`config.mk`:
```
export PLATFORM = sky130hd
export DESIGN_NAME = syscall_unit_flat
export DESIGN_NICKNAME = d
export VERILOG_FILES = /design/src/rtl/syscall_unit_if.sv /design/src/rtl/syscall_unit.sv /design/src/flat_wrapper.sv
export SDC_FILE = /design/constraint.sdc
export NUM_CORES = 1
export LEC_CHECK = 0
export ABC_CLOCK_PERIOD_IN_PS = 24700
export CORE_UTILIZATION = 55
export CTS_CLUSTER_DIAMETER = 60
export DETAILED_ROUTE_END_ITERATION = 6
export PLACE_DENSITY = 0.78
export SYNTH_ARGS = -nofsm -noshare
export SYNTH_HDL_FRONTEND = slang
export SYNTH_SLANG_ARGS = --single-unit
```
`constraint.sdc`:
```
create_clock -name clk -period 24.7 [get_ports clk]
set_clock_uncertainty 0.05 [all_clocks]
set_input_delay 3.705 -clock clk [delete_from_list [all_inputs] [get_ports clk]]
set_output_delay 3.705 -clock clk [all_outputs]
set_load 0.05 [all_outputs]
```
`src/rtl/syscall_unit_if.sv`:
```
// Memory read port and console byte stream shared by syscall_unit and its environment.
interface syscall_unit_if;
    logic        mem_rd;
    logic [31:0] mem_addr;
    logic [31:0] mem_rdata;
    logic        mem_ack;
    logic        out_valid;
    logic [7:0]  out_data;
    logic        out_ready;

    // Unit side: issues reads, drives console bytes.
    modport master (
        output mem_rd, mem_addr, out_valid, out_data,
        input  mem_rdata, mem_ack, out_ready
    );

    // Environment side: memory responder and console sink.
    modport slave (
        input  mem_rd, mem_addr, out_valid, out_data,
        output mem_rdata, mem_ack, out_ready
    );
endinterface

```
`src/rtl/syscall_unit.sv`:
```
// Syscall service unit: samples $v0/$a0 when decode flags a syscall, stalls the
// pipeline and streams console bytes for print_int, print_string and print_char.
// exit parks the unit in a sticky halted state until reset.
module syscall_unit #(
    parameter int MAX_STR = 256
) (
    input  logic           clk,
    input  logic           rst_n,
    input  logic           sys_en,
    input  logic [31:0]    v0,
    input  logic [31:0]    a0,
    output logic           stall,
    output logic           halted,
    output logic           err,
    syscall_unit_if.master bus
);
    localparam int CNT_W = $clog2(MAX_STR + 1);

    typedef enum logic [2:0] {
        S_IDLE,
        S_INT_CONV,
        S_INT_EMIT,
        S_STR_REQ,
        S_STR_EMIT,
        S_CHR_EMIT,
        S_DONE,
        S_HALT
    } state_t;

    state_t           state_q, state_d;
    logic [31:0]      arg_q, arg_d;     // captured a0; doubles as the string pointer
    logic             neg_q, neg_d;     // '-' still owed for print_int
    logic [31:0]      mag_q, mag_d;     // remaining magnitude during conversion
    logic [3:0]       idx_q, idx_d;     // conversion: slot to fill; emit: digit to send
    logic [7:0]       byte_q, byte_d;   // string byte waiting for the console
    logic [CNT_W-1:0] sent_q, sent_d;   // string bytes already delivered
    logic             err_q, err_d;

    logic [39:0]      digits_flat;      // 10 BCD digits, slot 0 is least significant
    logic             digit_we;
    logic [3:0]       digit_wdata;
    logic [3:0]       digit_sel;
    logic [31:0]      mag_div;
    logic [7:0]       sel_byte;

    logic             mem_rd_c;
    logic [31:0]      mem_addr_c;
    logic             out_valid_c;
    logic [7:0]       out_data_c;

    assign mag_div     = mag_q / 32'd10;
    assign digit_wdata = 4'(mag_q % 32'd10);
    assign digit_sel   = digits_flat[{idx_q, 2'b00} +: 4];

    // Pick the addressed byte out of the returned word, little-endian.
    always_comb begin
        sel_byte = bus.mem_rdata[7:0];
        case (arg_q[1:0])
            2'd0: sel_byte = bus.mem_rdata[7:0];
            2'd1: sel_byte = bus.mem_rdata[15:8];
            2'd2: sel_byte = bus.mem_rdata[23:16];
            2'd3: sel_byte = bus.mem_rdata[31:24];
            default: sel_byte = bus.mem_rdata[7:0];
        endcase
    end

    // Digit buffer: each slot loads only while conversion points at it.
    genvar gi;
    generate
        for (gi = 0; gi < 10; gi++) begin : g_digit
            logic [3:0] slot_q;
            // Store the remainder produced this cycle into this slot.
            always_ff @(posedge clk or negedge rst_n) begin
                if (!rst_n) begin
                    slot_q <= '0;
                end else if (digit_we && (idx_q == 4'(gi))) begin
                    slot_q <= digit_wdata;
                end
            end
            assign digits_flat[gi*4 +: 4] = slot_q;
        end
    endgenerate

    // Next-state, datapath updates and all handshake outputs.
    always_comb begin
        state_d     = state_q;
        arg_d       = arg_q;
        neg_d       = neg_q;
        mag_d       = mag_q;
        idx_d       = idx_q;
        byte_d      = byte_q;
        sent_d      = sent_q;
        err_d       = 1'b0;
        digit_we    = 1'b0;
        stall       = 1'b0;
        mem_rd_c    = 1'b0;
        mem_addr_c  = '0;
        out_valid_c = 1'b0;
        out_data_c  = '0;

        case (state_q)
            S_IDLE: begin
                if (sys_en) begin
                    // Stall combinationally so the PC holds on this very edge.
                    stall  = 1'b1;
                    arg_d  = a0;
                    neg_d  = a0[31];
                    mag_d  = a0[31] ? (~a0 + 32'd1) : a0;
                    idx_d  = '0;
                    sent_d = '0;
                    case (v0)
                        32'd1:   state_d = S_INT_CONV;
                        32'd4:   state_d = S_STR_REQ;
                        32'd11:  state_d = S_CHR_EMIT;
                        32'd10:  state_d = S_HALT;
                        default: begin
                            state_d = S_DONE;
                            err_d   = 1'b1;
                        end
                    endcase
                end
            end

            S_INT_CONV: begin
                stall    = 1'b1;
                digit_we = 1'b1;
                mag_d    = mag_div;
                // At least one digit is always stored, so zero prints as "0".
                if (mag_div == 32'd0) begin
                    state_d = S_INT_EMIT;
                end else begin
                    idx_d = idx_q + 4'd1;
                end
            end

            S_INT_EMIT: begin
                stall       = 1'b1;
                out_valid_c = 1'b1;
                out_data_c  = neg_q ? 8'h2D : {4'h3, digit_sel};
                if (bus.out_ready) begin
                    if (neg_q) begin
                        neg_d = 1'b0;
                    end else if (idx_q == 4'd0) begin
                        state_d = S_DONE;
                    end else begin
                        idx_d = idx_q - 4'd1;
                    end
                end
            end

            S_STR_REQ: begin
                stall      = 1'b1;
                mem_rd_c   = 1'b1;
                mem_addr_c = {arg_q[31:2], 2'b00};
                if (bus.mem_ack) begin
                    // NUL terminates silently; the byte budget truncates long strings.
                    if ((sel_byte == 8'h00) || (sent_q == CNT_W'(MAX_STR))) begin
                        state_d = S_DONE;
                    end else begin
                        byte_d  = sel_byte;
                        state_d = S_STR_EMIT;
                    end
                end
            end

            S_STR_EMIT: begin
                stall       = 1'b1;
                out_valid_c = 1'b1;
                out_data_c  = byte_q;
                if (bus.out_ready) begin
                    arg_d   = arg_q + 32'd1;
                    sent_d  = sent_q + CNT_W'(1);
                    state_d = S_STR_REQ;
                end
            end

            S_CHR_EMIT: begin
                stall       = 1'b1;
                out_valid_c = 1'b1;
                out_data_c  = arg_q[7:0];
                if (bus.out_ready) begin
                    state_d = S_DONE;
                end
            end

            S_DONE: begin
                // One unstalled cycle lets the PC step past the syscall.
                state_d = S_IDLE;
            end

            S_HALT: begin
                stall = 1'b1;
            end

            default: begin
                state_d = S_IDLE;
            end
        endcase
    end

    // State and datapath registers.
    always_ff @(posedge clk or negedge rst_n) begin
        if (!rst_n) begin
            state_q <= S_IDLE;
            arg_q   <= '0;
            neg_q   <= 1'b0;
            mag_q   <= '0;
            idx_q   <= '0;
            byte_q  <= '0;
            sent_q  <= '0;
            err_q   <= 1'b0;
        end else begin
            state_q <= state_d;
            arg_q   <= arg_d;
            neg_q   <= neg_d;
            mag_q   <= mag_d;
            idx_q   <= idx_d;
            byte_q  <= byte_d;
            sent_q  <= sent_d;
            err_q   <= err_d;
        end
    end

    assign halted        = (state_q == S_HALT);
    assign err           = err_q;
    assign bus.mem_rd    = mem_rd_c;
    assign bus.mem_addr  = mem_addr_c;
    assign bus.out_valid = out_valid_c;
    assign bus.out_data  = out_data_c;
endmodule

```
`src/flat_wrapper.sv`:
```
// flat-port wrapper written by rule: the top's interface ports become plain ports
module syscall_unit_flat 
#(
    parameter int MAX_STR = 256
)
  (clk, rst_n, sys_en, v0, a0, stall, halted, err, bus_mem_rd, bus_mem_addr, bus_out_valid, bus_out_data, bus_mem_rdata, bus_mem_ack, bus_out_ready);
  syscall_unit_if bus_i ();
  input  logic clk;
  input  logic rst_n;
  input  logic sys_en;
  input  logic [31:0] v0;
  input  logic [31:0] a0;
  output logic stall;
  output logic halted;
  output logic err;
  output wire logic [$bits(bus_i.mem_rd)-1:0] bus_mem_rd;
  output wire logic [$bits(bus_i.mem_addr)-1:0] bus_mem_addr;
  output wire logic [$bits(bus_i.out_valid)-1:0] bus_out_valid;
  output wire logic [$bits(bus_i.out_data)-1:0] bus_out_data;
  input wire logic [$bits(bus_i.mem_rdata)-1:0] bus_mem_rdata;
  input wire logic [$bits(bus_i.mem_ack)-1:0] bus_mem_ack;
  input wire logic [$bits(bus_i.out_ready)-1:0] bus_out_ready;
  assign bus_mem_rd = bus_i.mem_rd;
  assign bus_mem_addr = bus_i.mem_addr;
  assign bus_out_valid = bus_i.out_valid;
  assign bus_out_data = bus_i.out_data;
  assign bus_i.mem_rdata = bus_mem_rdata;
  assign bus_i.mem_ack = bus_mem_ack;
  assign bus_i.out_ready = bus_out_ready;
  syscall_unit #(.MAX_STR(MAX_STR)) u_core (.clk(clk), .rst_n(rst_n), .sys_en(sys_en), .v0(v0), .a0(a0), .stall(stall), .halted(halted), .err(err), .bus(bus_i));
endmodule
```
---- After elaboration in Yosys (flattened, before gate mapping) ----
Index checks and enable logic that the tools add are counted.
cells by class
  shift operators ......................... 1
  magnitude comparators ................... 0
  div/mod/pow operators ................... 2
  $add $sub $neg .......................... 5
  bitwise logic cells ..................... 2
  multipliers ............................. 0
  mux-type cells .......................... 41
  reduce and logical (&&, ||, !) cells .... 30
  equal/unequal tests ..................... 34
operators by type and width
  kind                                                                count
  32-bit 2-to-1 mux                                                   5
  32-bit case mux with 2 select lines                                 2
  32-bit by 1-bit adder with 32-bit output (second input constant)    2
  32-bit by 4-bit == test with 1-bit output (second input constant)   2
  40-bit by 7-bit indexed part select with 4-bit output               1
  32-bit by 4-bit divider with 32-bit output (second input constant)  1
  32-bit by 1-bit == test with 1-bit output (second input constant)   1
  32-bit by 3-bit == test with 1-bit output (second input constant)   1
  32-bit zero test                                                    1
  32-bit by 4-bit modulo with 32-bit output (second input constant)   1
  32-bit NOT                                                          1
  8-bit case mux with 4 select lines                                  1
  3-bit 2-to-1 mux                                                    8
  8-bit case mux with 3 select lines                                  1
  3-bit case mux with 7 select lines                                  1
  4-bit 2-to-1 mux                                                    5
  9-bit 2-to-1 mux                                                    2
  9-bit case mux with 2 select lines                                  1
  4-bit by 3-bit == test with 1-bit output (second input constant)    4
  2-bit != test (second input constant)                               8
  3-bit == test (second input constant)                               4
  3-bit case mux with 4 select lines                                  1
  4-bit case mux with 3 select lines                                  1
  1-bit logical AND                                                   10
  32 further kinds                                                    50
storage, ports and cells
  RAM bits ................................ 0
  bits in read-only memories .............. 0
  output and inout port bits .............. 45
  bits in latches ......................... 0
  memories ................................ 0
  input port bits ......................... 101
  register bits ........................... 130
  logic and storage cells ................. 133

---- Depth between registers and ports, before layout ----
Gate-level depths: netlist (run 1).
  word-level depth ........................ 7
  mapped depth ............................ 49
  gate-level depth less buffers ........... 39

---- Worst setup path before layout (run 1) ----
OpenSTA, ideal clock, no wires.
  path type ............................... reg-to-reg
  start point ............................. register u_core.mag_q[27]
  end point ............................... register u_core.g_digit[0].slot_q[3]
  period minus slack after synthesis ...... 10390 ps
  data arrival time ....................... 10207 ps
  buffers on the path ..................... 6
  setup time .............................. 133 ps
  slack ................................... 14310 ps
  cell stages (with the launch flop) ...... 45
  required time ........................... 24517 ps
  path through ............................ dfrtp_1 -> buf_2 -> and3b_1 -> a22o_1 -> o31ai_4 -> and2_1 -> buf_2 -> a221oi_4 -> or2_1 -> buf_4 -> or4b_1 -> nand4_1 -> o211ai_1 -> a221o_1 -> nand2_2 -> maj3_1 -> a21oi_2 -> or4b_1 -> [... 9 more ...] -> o41ai_4 -> a21boi_1 -> or3_1 -> or4b_1 -> o211ai_1 -> nand3_1 -> and4bb_2 -> o22a_1 -> o2bb2ai_1 -> a211oi_1 -> or2_2 -> xnor2_1 -> ha_1 -> nor2_1 -> a32o_1 -> buf_2 -> nor4_1 -> a21oi_1
on the way
  cells in the longest elaborated chain, start to end .. 1
ends and longest elaborated chain
  what                                       line                 source
  start: declaration                         syscall_unit.sv:33   logic [31:0] mag_q, mag_d;
  start signal: assignment                   syscall_unit.sv:216  mag_q <= mag_d;
  32-bit by 4-bit modulo with 32-bit output  syscall_unit.sv:52   assign digit_wdata = 4'(mag_q % 32'd10);
  end signal: assignment                     syscall_unit.sv:77   slot_q <= digit_wdata;
  end: declaration                           syscall_unit.sv:71   logic [3:0] slot_q;
No other way between the ends.
A chain may end at the register's enable or synchronous reset.

---- Worst setup path in the final report (run 1) ----
  start point ............................. register u_core.mag_q[26]
  end point ............................... register u_core.g_digit[4].slot_q[3]
on the way
  cells in the longest elaborated chain, start to end .. 1
ends and longest elaborated chain
  what                                       line
  32-bit by 4-bit modulo with 32-bit output  syscall_unit.sv:52
  end signal: assignment                     syscall_unit.sv:77
  end: declaration                           syscall_unit.sv:71
No other way between the ends.

==> impl_metrics.sql, run 1 <==
INSERT INTO impl_metrics (metric_group, metric, value, unit) VALUES
('setup_path', 'endpoint_kind', 'flip-flop', ''),
('job', 'drv.max_cap_violation_count', '0', ''),
('global_routing', 'gr-usage-all-layers', '35.59', '%'),
('clock_network', 'post_cts_resized', '0', ''),
('placement', 'place.detailed.hpwl', '30620', 'µm'),
('setup_path', 'reg2reg_slack', '11.42', 'ns'),
('cells_and_area', 'layout-drive-gt1-share', '9.600', '%'),
('drt', 'drt_first_iter_violations', '1490', ''),
('setup_path', 'cpMaxStageDelayCell', 'a21oi_1', ''),
('floorplanning', 'die_area', '0.02435', 'mm²'),
('logic_synthesis', 'synth_seq_cells', '130', ''),
('timing', 'finalHoldViolCount', '0', ''),
('global_routing', 'use_met1', '48.01', '%'),
('cells_and_area', 'final_cell_mix', 'nand2_1, clkdlybuf4s50_1, o21ai_0, dfrtp_1, a21oi_1', ''),
('global_routing', 'grt_use_met2', '56.70', '%'),
('setup_path', 'path_max_fanout', '20', ''),
('floorplanning', 'dieWidth', '156.0', 'µm'),
('global_routing', 'globalRouteMet3Util', '6.222', '%'),
('clock_network', 'buffer_depth_of_the_longest_clock_path', '2', ''),
('floorplanning', 'cell_row_count', '55', ''),
('floorplanning', 'fp.dieH', '156.0', 'µm'),
('clock_network', 'cts-root-buf', 'clkbuf_16', ''),
('timing', 'worst-slew-pin-transition', '1.248', 'ns'),
('clock_network', 'cts_max_level', '4', ''),
('min_path', 'holdCritStartpoint', 'u_core.g_digit[7].slot_q[1]', ''),
('global_routing', 'overflow', '0', ''),
('clock_network', 'clk_latency', '0.44', 'ns'),
('placement', 'port_buffers', '143', ''),
('global_routing', 'antenna_found_initial', '0', ''),
('setup_path', 'critPathMaxStageDelay', '0.88', 'ns'),
('setup_path', 'reg2reg_launch_point', 'u_core.mag_q[26]', ''),
('cells_and_area', 'mostFrequentLayoutCell', 'nand2_1', ''),
('placement', 'global_placer_s_final_weighted_congestion', '0.9740', ''),
('setup_path', 'cp-start-kind', 'flip-flop', ''),
('cells_and_area', 'layoutNonFillerInstCount', '2064', ''),
('outcome', 'outcome', 'complete, but fails checks', ''),
('logic_synthesis', 'synth_sequential_area_ratio', '24.93', '%'),
('drt', 'vias', '14184', ''),
('setup_path', 'library_cell_appearing_most_often_on_the_critical_path', 'nor4_1', ''),
('drt', 'wl_per_cell', '20.93', 'µm'),
('min_path', 'worst_hold_path.endpoint', 'u_core.g_digit[7].slot_q[1]', ''),
('global_routing', 'grt_first_pass_wirelength', '69030', 'µm'),
('pwr', 'standby_leakage_power', '6.057', 'nW'),
('cells_and_area', 'final_core_util', '65.66', '%'),
('pwr', 'cellPowerDensity', '72.32', 'mW/mm²'),
('clock_network', 'cts_inserted_buffers', '17', ''),
('cells_and_area', 'final_net_count', '1850', ''),
('cells_and_area', 'area_delta_synth_final', '15.65', '%'),
('timing', 'report.final.slew_viol_count', '0', ''),
('timing', 'final.period_utilization', '53.77', '%'),
('cells_and_area', 'filler_cell_count', '2059', ''),
('placement', 'dpl_cell_area', '0.01448', 'mm²'),
('timing', 'final.setup.tns', '0', 'ns'),
('clock_network', 'setup_buffers_after_cts', '0', ''),
('min_path', 'min-delay-path-class', 'flip-flop to flip-flop', ''),
('drt', 'drt_pre_antenna_iters', '7', ''),
('timing', 'fin_hold_ws', '0.4539', 'ns'),
('floorplanning', 'standard_cell_core_area', '0.02298', 'mm²'),
('cells_and_area', 'design_area', '0.01509', 'mm²'),
('clock_network', 'hold_buffers', '0', ''),
('pwr', 'power.ir.vdd_worst', '0.08502', 'mV'),
('timing', 'setup_violations', '0', ''),
('drt', 'detail_route.drc_violations', '1', ''),
('logic_synthesis', 'synthArstFlopShare', '100.0', '%'),
('floorplanning', 'io_pins', '146', ''),
('timing', 'max_slew_margin', '16.69', '%'),
('drt', 'routed_via_density', '6.872', ''),
('setup_path', 'worst_ep_arrival_time', '13.53', 'ns'),
('outcome', 'violations', 'design-rule violations', ''),
('pwr', 'total_power', '1.091', 'mW'),
('clock_network', 'cts.reportedPaths.clkPinSlew', '0.07', 'ns');
## flip-flops by register name (all words and copies together), names as in the netlist
| signal | count |
|---|---|
| u_core.mag_q | 32 |
| u_core.byte_q | 8 |
| u_core.err | 1 |
| u_core.state_q | 3 |
| u_core.idx_q | 4 |
| u_core.neg_q | 1 |
| u_core.g_digit.slot_q | 40 |
| u_core.arg_q | 32 |
| u_core.sent_q | 9 |
## cell families after synthesis
| family | count (synthesis) | share of synthesized area, % |
|---|---|---|
| AO/OA/AOI/OAI | 591 | 31.66 |
| XOR/XNOR | 51 | 3.538 |
| adder cells (fa/ha/maj) | 16 | 1.457 |
| buffers and inverters | 184 | 5.609 |
| flip-flops | 130 | 24.93 |
| multiplexers | 80 | 7.383 |
| other | 1 | 0.02874 |
| AND/OR/NAND/NOR | 637 | 25.40 |
## metal layers
metal,up-vias,routed length [µm]
li1,6585,-
met1,6679,18210
met2,806,19870
met3,114,3788
met4,0,1326
met5,-,0
## worst max-delay path: cells and delay by family, from the launching register on
family,cells,cell delay (ns)
AOI/OAI and AO/OA,18,6.06
xor gates and xnor gates,1,0.17
adders and majority gates,1,0.29
buffers and inverters,3,0.72
DFF,1,0.73
muxes,2,0.57
and+or+nand+nor,15,4.52
## worst max-delay path by stage
stage / endpoint / slack [ns] / from / depth (start not counted)
after global routing: u_core.g_digit[5].slot_q[3] / 10.47 / u_core.mag_q[26] / 41
after floorplan: u_core.g_digit[0].slot_q[3] / 14.31 / u_core.mag_q[27] / 44
final: u_core.g_digit[4].slot_q[3] / 11.42 / u_core.mag_q[26] / 40
after global placement: u_core.g_digit[0].slot_q[3] / 12.04 / u_core.mag_q[26] / 41
after detailed placement: u_core.g_digit[4].slot_q[3] / 11.77 / u_core.mag_q[26] / 41
after CTS: u_core.g_digit[4].slot_q[3] / 11.74 / u_core.mag_q[26] / 41
## synth_stat cells, drive strengths merged, types with 7 or more instances
| cell | instances | share of area [%] |
|---|---|---|
| a211oi | 22 | 1.4 |
| a21o | 11 | 0.63 |
| a21oi | 127 | 5.0 |
| a221oi | 14 | 1.3 |
| a222oi | 8 | 0.61 |
| a22oi | 23 | 1.3 |
| a31oi | 27 | 1.3 |
| and2 | 48 | 2.3 |
| and3 | 20 | 0.96 |
| and4 | 9 | 0.60 |
| buf | 28 | 1.1 |
| clkbuf | 105 | 3.0 |
| dfrtp | 130 | 25 |
| ha | 12 | 1.2 |
| inv | 49 | 1.4 |
| mux2 | 47 | 4.1 |
| mux2i | 25 | 1.9 |
| mux4 | 8 | 1.4 |
| nand2 | 159 | 4.6 |
| nand2b | 16 | 0.77 |
| nand3 | 43 | 1.6 |
| nand4 | 25 | 1.2 |
| nor2 | 126 | 3.6 |
| nor2b | 8 | 0.40 |
| nor3 | 65 | 2.7 |
| nor3b | 10 | 0.65 |
| nor4 | 44 | 2.3 |
| o2111ai | 9 | 0.60 |
| o211a | 7 | 0.54 |
| o211ai | 26 | 1.6 |
| o21ai | 137 | 5.3 |
| o221ai | 11 | 0.79 |
| o22a | 7 | 0.47 |
| o22ai | 30 | 1.4 |
| o31ai | 28 | 1.8 |
| o41ai | 10 | 0.87 |
| or2 | 11 | 0.53 |
| or3 | 20 | 0.96 |
| or4 | 13 | 0.75 |
| xnor2 | 35 | 2.5 |
| xor2 | 16 | 1.1 |
## layout make-up
type | instances | area [µm²] | share of cell area (%)
repair buffers | 160 | 1560 | 10.34
clock buffers | 17 | 425.4 | 2.819
clock inverters | 15 | 181.4 | 1.202
multi-input cells | 1377 | 9086 | 60.21
diodes | 1 | 2.502 | 0.01658
inverters | 51 | 191.4 | 1.268
well taps | 313 | 391.6 | 2.595
flip-flops and latches | 130 | 3253 | 21.56
## power breakdown
group	switching [mW]	internal [mW]	total [mW]
logic	0.393	0.219	0.612
registers	0.00451	0.214	0.218
clock network	0.124	0.137	0.261
Note: power is estimated with default switching activity, not from simulation.
==> inputs of run 2 (changes only) <==
--- a/config.mk
+++ b/config.mk
@@ -5,11 +5,11 @@
 export SDC_FILE = /design/constraint.sdc
 export NUM_CORES = 1
 export LEC_CHECK = 0
-export ABC_CLOCK_PERIOD_IN_PS = 24700
-export CORE_UTILIZATION = 55
+export ABC_CLOCK_PERIOD_IN_PS = 11900
+export CORE_UTILIZATION = 53
 export CTS_CLUSTER_DIAMETER = 60
 export DETAILED_ROUTE_END_ITERATION = 6
-export PLACE_DENSITY = 0.78
+export PLACE_DENSITY = 0.79
 export SYNTH_ARGS = -nofsm -noshare
 export SYNTH_HDL_FRONTEND = slang
 export SYNTH_SLANG_ARGS = --single-unit
==> constraint.sdc (replaced) <==
create_clock -name clk -period 11.9 [get_ports clk]
set_clock_uncertainty 0.05 [all_clocks]
set_input_delay 1.785 -clock clk [delete_from_list [all_inputs] [get_ports clk]]
set_output_delay 1.785 -clock clk [all_outputs]
set_load 0.05 [all_outputs]
==> impl_metrics.sql, run 2 (synthesis gave the netlist of run 1 again) <==
INSERT INTO impl_metrics (metric_group, metric, value, unit) VALUES
('floorplanning', 'cell_row_count', '57', ''),
('pwr', 'cellPowerDensity', '158.9', 'mW/mm²'),
('clock_network', 'cts_inserted_buffers', '17', ''),
('cells_and_area', 'largest_register_ff_count', '40', ''),
('clock_network', 'cts_sinks', '130', ''),
('cells_and_area', 'final_core_util', '64.75', '%'),
('setup_path', 'endpoint_kind', 'flip-flop', ''),
('timing', 'period_minus_slack', '11.30', 'ns'),
('global_routing', 'gr-max-usage-layer', 'met2', ''),
('global_routing', 'overflow', '0', ''),
('cells_and_area', 'mostFrequentLayoutCell', 'nand2_1', ''),
('timing', 'unrepaired_setup_endpoints_after_global_routing', 'false', ''),
('cells_and_area', 'layout-drive-gt1-share', '14.17', '%'),
('drt', 'detail-route-antenna-nets', '0', ''),
('setup_path', 'critical-path-top-delay-family', 'compound AO/OA/AOI/OAI gates', ''),
('outcome', 'violations', 'design-rule violations', ''),
('setup_path', 'cpMaxStageDelayCell', 'or4b_1', ''),
('timing', 'report.final.slew_viol_count', '0', ''),
('drt', 'routed_via_density', '6.878', ''),
('cells_and_area', 'final_net_count', '1906', ''),
('cells_and_area', 'largest_register', 'u_core.g_digit.slot_q', ''),
('clock_network', 'cts_tree', 'yes', ''),
('pwr', 'standby_leakage_power', '6.363', 'nW'),
('floorplanning', 'io_pins', '146', ''),
('cells_and_area', 'layoutNonFillerInstCount', '2130', ''),
('global_routing', 'gr-usage-all-layers', '33.98', '%'),
('placement', 'place.detailed.hpwl', '31270', 'µm'),
('drt', 'drt_pre_antenna_iters', '7', ''),
('global_routing', 'grt_first_pass_wirelength', '70660', 'µm'),
('timing', 'setup_violations', '0', ''),
('timing', 'max_slew_margin', '17.60', '%'),
('clock_network', 'cts-root-buf', 'clkbuf_16', ''),
('setup_path', 'worst_ep_arrival_time', '11.55', 'ns'),
('cells_and_area', 'layout_top_registers', 'u_core.g_digit.slot_q: 40 flops, u_core.arg_q: 32 flops, u_core.mag_q: 32 flops', ''),
('timing', 'final.period_utilization', '94.96', '%'),
('floorplanning', 'fp.dieH', '158.9', 'µm'),
('global_routing', 'use_met1', '44.74', '%'),
('timing', 'final.setup.tns', '0', 'ns'),
('floorplanning', 'dieWidth', '158.9', 'µm'),
('setup_path', 'worstPathBufferInverterCount', '4', ''),
('cells_and_area', 'antenna_cells_inserted', '0', ''),
('outcome', 'outcome', 'complete, but fails checks', ''),
('setup_path', 'reg2reg_slack', '0.60', 'ns'),
('min_path', 'min-delay-path-class', 'flip-flop to flip-flop', ''),
('global_routing', 'grt_use_met2', '53.87', '%'),
('setup_path', 'critPathMaxStageDelay', '0.58', 'ns'),
('drt', 'vias', '14650', ''),
('placement', 'placed_cells', '2093', ''),
('setup_path', 'cp-start-kind', 'flip-flop', ''),
('clock_network', 'hold_buffers', '0', ''),
('timing', 'final.setup.worst_slack', '0.5996', 'ns'),
('cells_and_area', 'final_cell_mix', 'nand2_1, clkdlybuf4s50_1, o21ai_0, dfrtp_1, nor2_1', ''),
('floorplanning', 'starting_density_of_the_core', '53.82', '%'),
('clock_network', 'buffer_depth_of_the_longest_clock_path', '2', ''),
('drt', 'drt_first_iter_violations', '1829', ''),
('setup_path', 'path_max_fanout', '15', ''),
('drt', 'wl_per_cell', '20.67', 'µm'),
('drt', 'detail_route.drc_violations', '2', ''),
('global_routing', 'grt_max_degree', '87', ''),
('global_routing', 'first_global_vias', '13612', ''),
('timing', 'finalHoldViolCount', '0', ''),
('placement', 'port_buffers', '143', ''),
('clock_network', 'cts.reportedPaths.clkPinSlew', '0.07', 'ns'),
('job', 'drv.max_cap_violation_count', '0', ''),
('clock_network', 'cts_max_level', '4', ''),
('pwr', 'total_power', '2.495', 'mW'),
('global_routing', 'globalRouteMet3Util', '6.531', '%'),
('pwr', 'power.ir.vdd_worst', '0.1825', 'mV'),
('setup_path', 'library_cell_appearing_most_often_on_the_critical_path', 'buf_4', ''),
('placement', 'global_placer_s_final_weighted_congestion', '1.018', ''),
('clock_network', 'clk_latency', '0.44', 'ns'),
('drt', 'routed_wirelength', '44030', 'µm'),
('global_routing', 'antenna_found_initial', '1', ''),
('timing', 'worst-slew-pin-transition', '1.232', 'ns'),
('floorplanning', 'die_area', '0.02525', 'mm²'),
('setup_path', 'timing.critical_path.required', '12.15', 'ns'),
('placement', 'preCtsSetupSlack', '0.04442', 'ns'),
('cells_and_area', 'area_delta_synth_final', '20.32', '%'),
('timing', 'max_freq', '0.08849', 'GHz'),
('setup_path', 'setup.worst_path.class', 'flip-flop to flip-flop', ''),
('floorplanning', 'standard_cell_core_area', '0.02425', 'mm²');
[run 2: cell type report]
class                      instances  area (µm²)
multi-input combinational       1377        9299
fill                            2100        8547
sequential                       130        3257
timing repair buffer             216        1981
clock buffer                      17       425.4
tap                              324       405.4
inverter                          51       191.4
clock inverter                    15       142.6
[run 2: repair_timing]
| item | in CTS | in global routing |
|---|---|---|
| pin swaps | 0 | 4 |
| resized for setup | 1 | 43 |
| buffers inserted | 0 | 5 |
| endpoints found under the setup margin | 3 | 38 |
[run 2: worst paths after layout]
| check | from | end | cells past startpoint |
|---|---|---|---|
| min in group asynchronous | rst_n | u_core.g_digit[2].slot_q[0] | 1 |
| worst min register to register | u_core.g_digit[7].slot_q[0] | u_core.g_digit[7].slot_q[0] | 1 |
| max in group asynchronous | rst_n | u_core.mag_q[26] | 2 |
| worst max register to register | u_core.mag_q[29] | u_core.g_digit[1].slot_q[3] | 43 |
| worst max-delay path | u_core.mag_q[29] | u_core.g_digit[1].slot_q[3] | 43 |
| worst min-delay path | u_core.g_digit[7].slot_q[0] | u_core.g_digit[7].slot_q[0] | 1 |
[run 2: per-layer routing]
metal / vias up / wire length, µm / part of all wire, %
li1: 6700 / - / -
met1: 6913 / 17810 / 40
met2: 887 / 20190 / 46
met3: 148 / 4155 / 9.4
met4: 2 / 1857 / 4.2
met5: - / 12 / 0.027
[run 2: where the power goes]
part           internal [mW]  switching, mW
combinational          0.638          0.896
sequential             0.444        0.00612
clock                  0.276          0.235
[run 2: through the flow]
| step | area (µm²) | hold slack, ns |
|---|---|---|
| after CTS | 15450 | 0.4531 |
| after detailed placement | 14880 | 0.4384 |
| final | 15700 | 0.4511 |
| after global placement | 14880 | 0.4307 |
| after floorplan | 13050 | 0.4106 |
| after global routing | 15700 | 0.4713 |
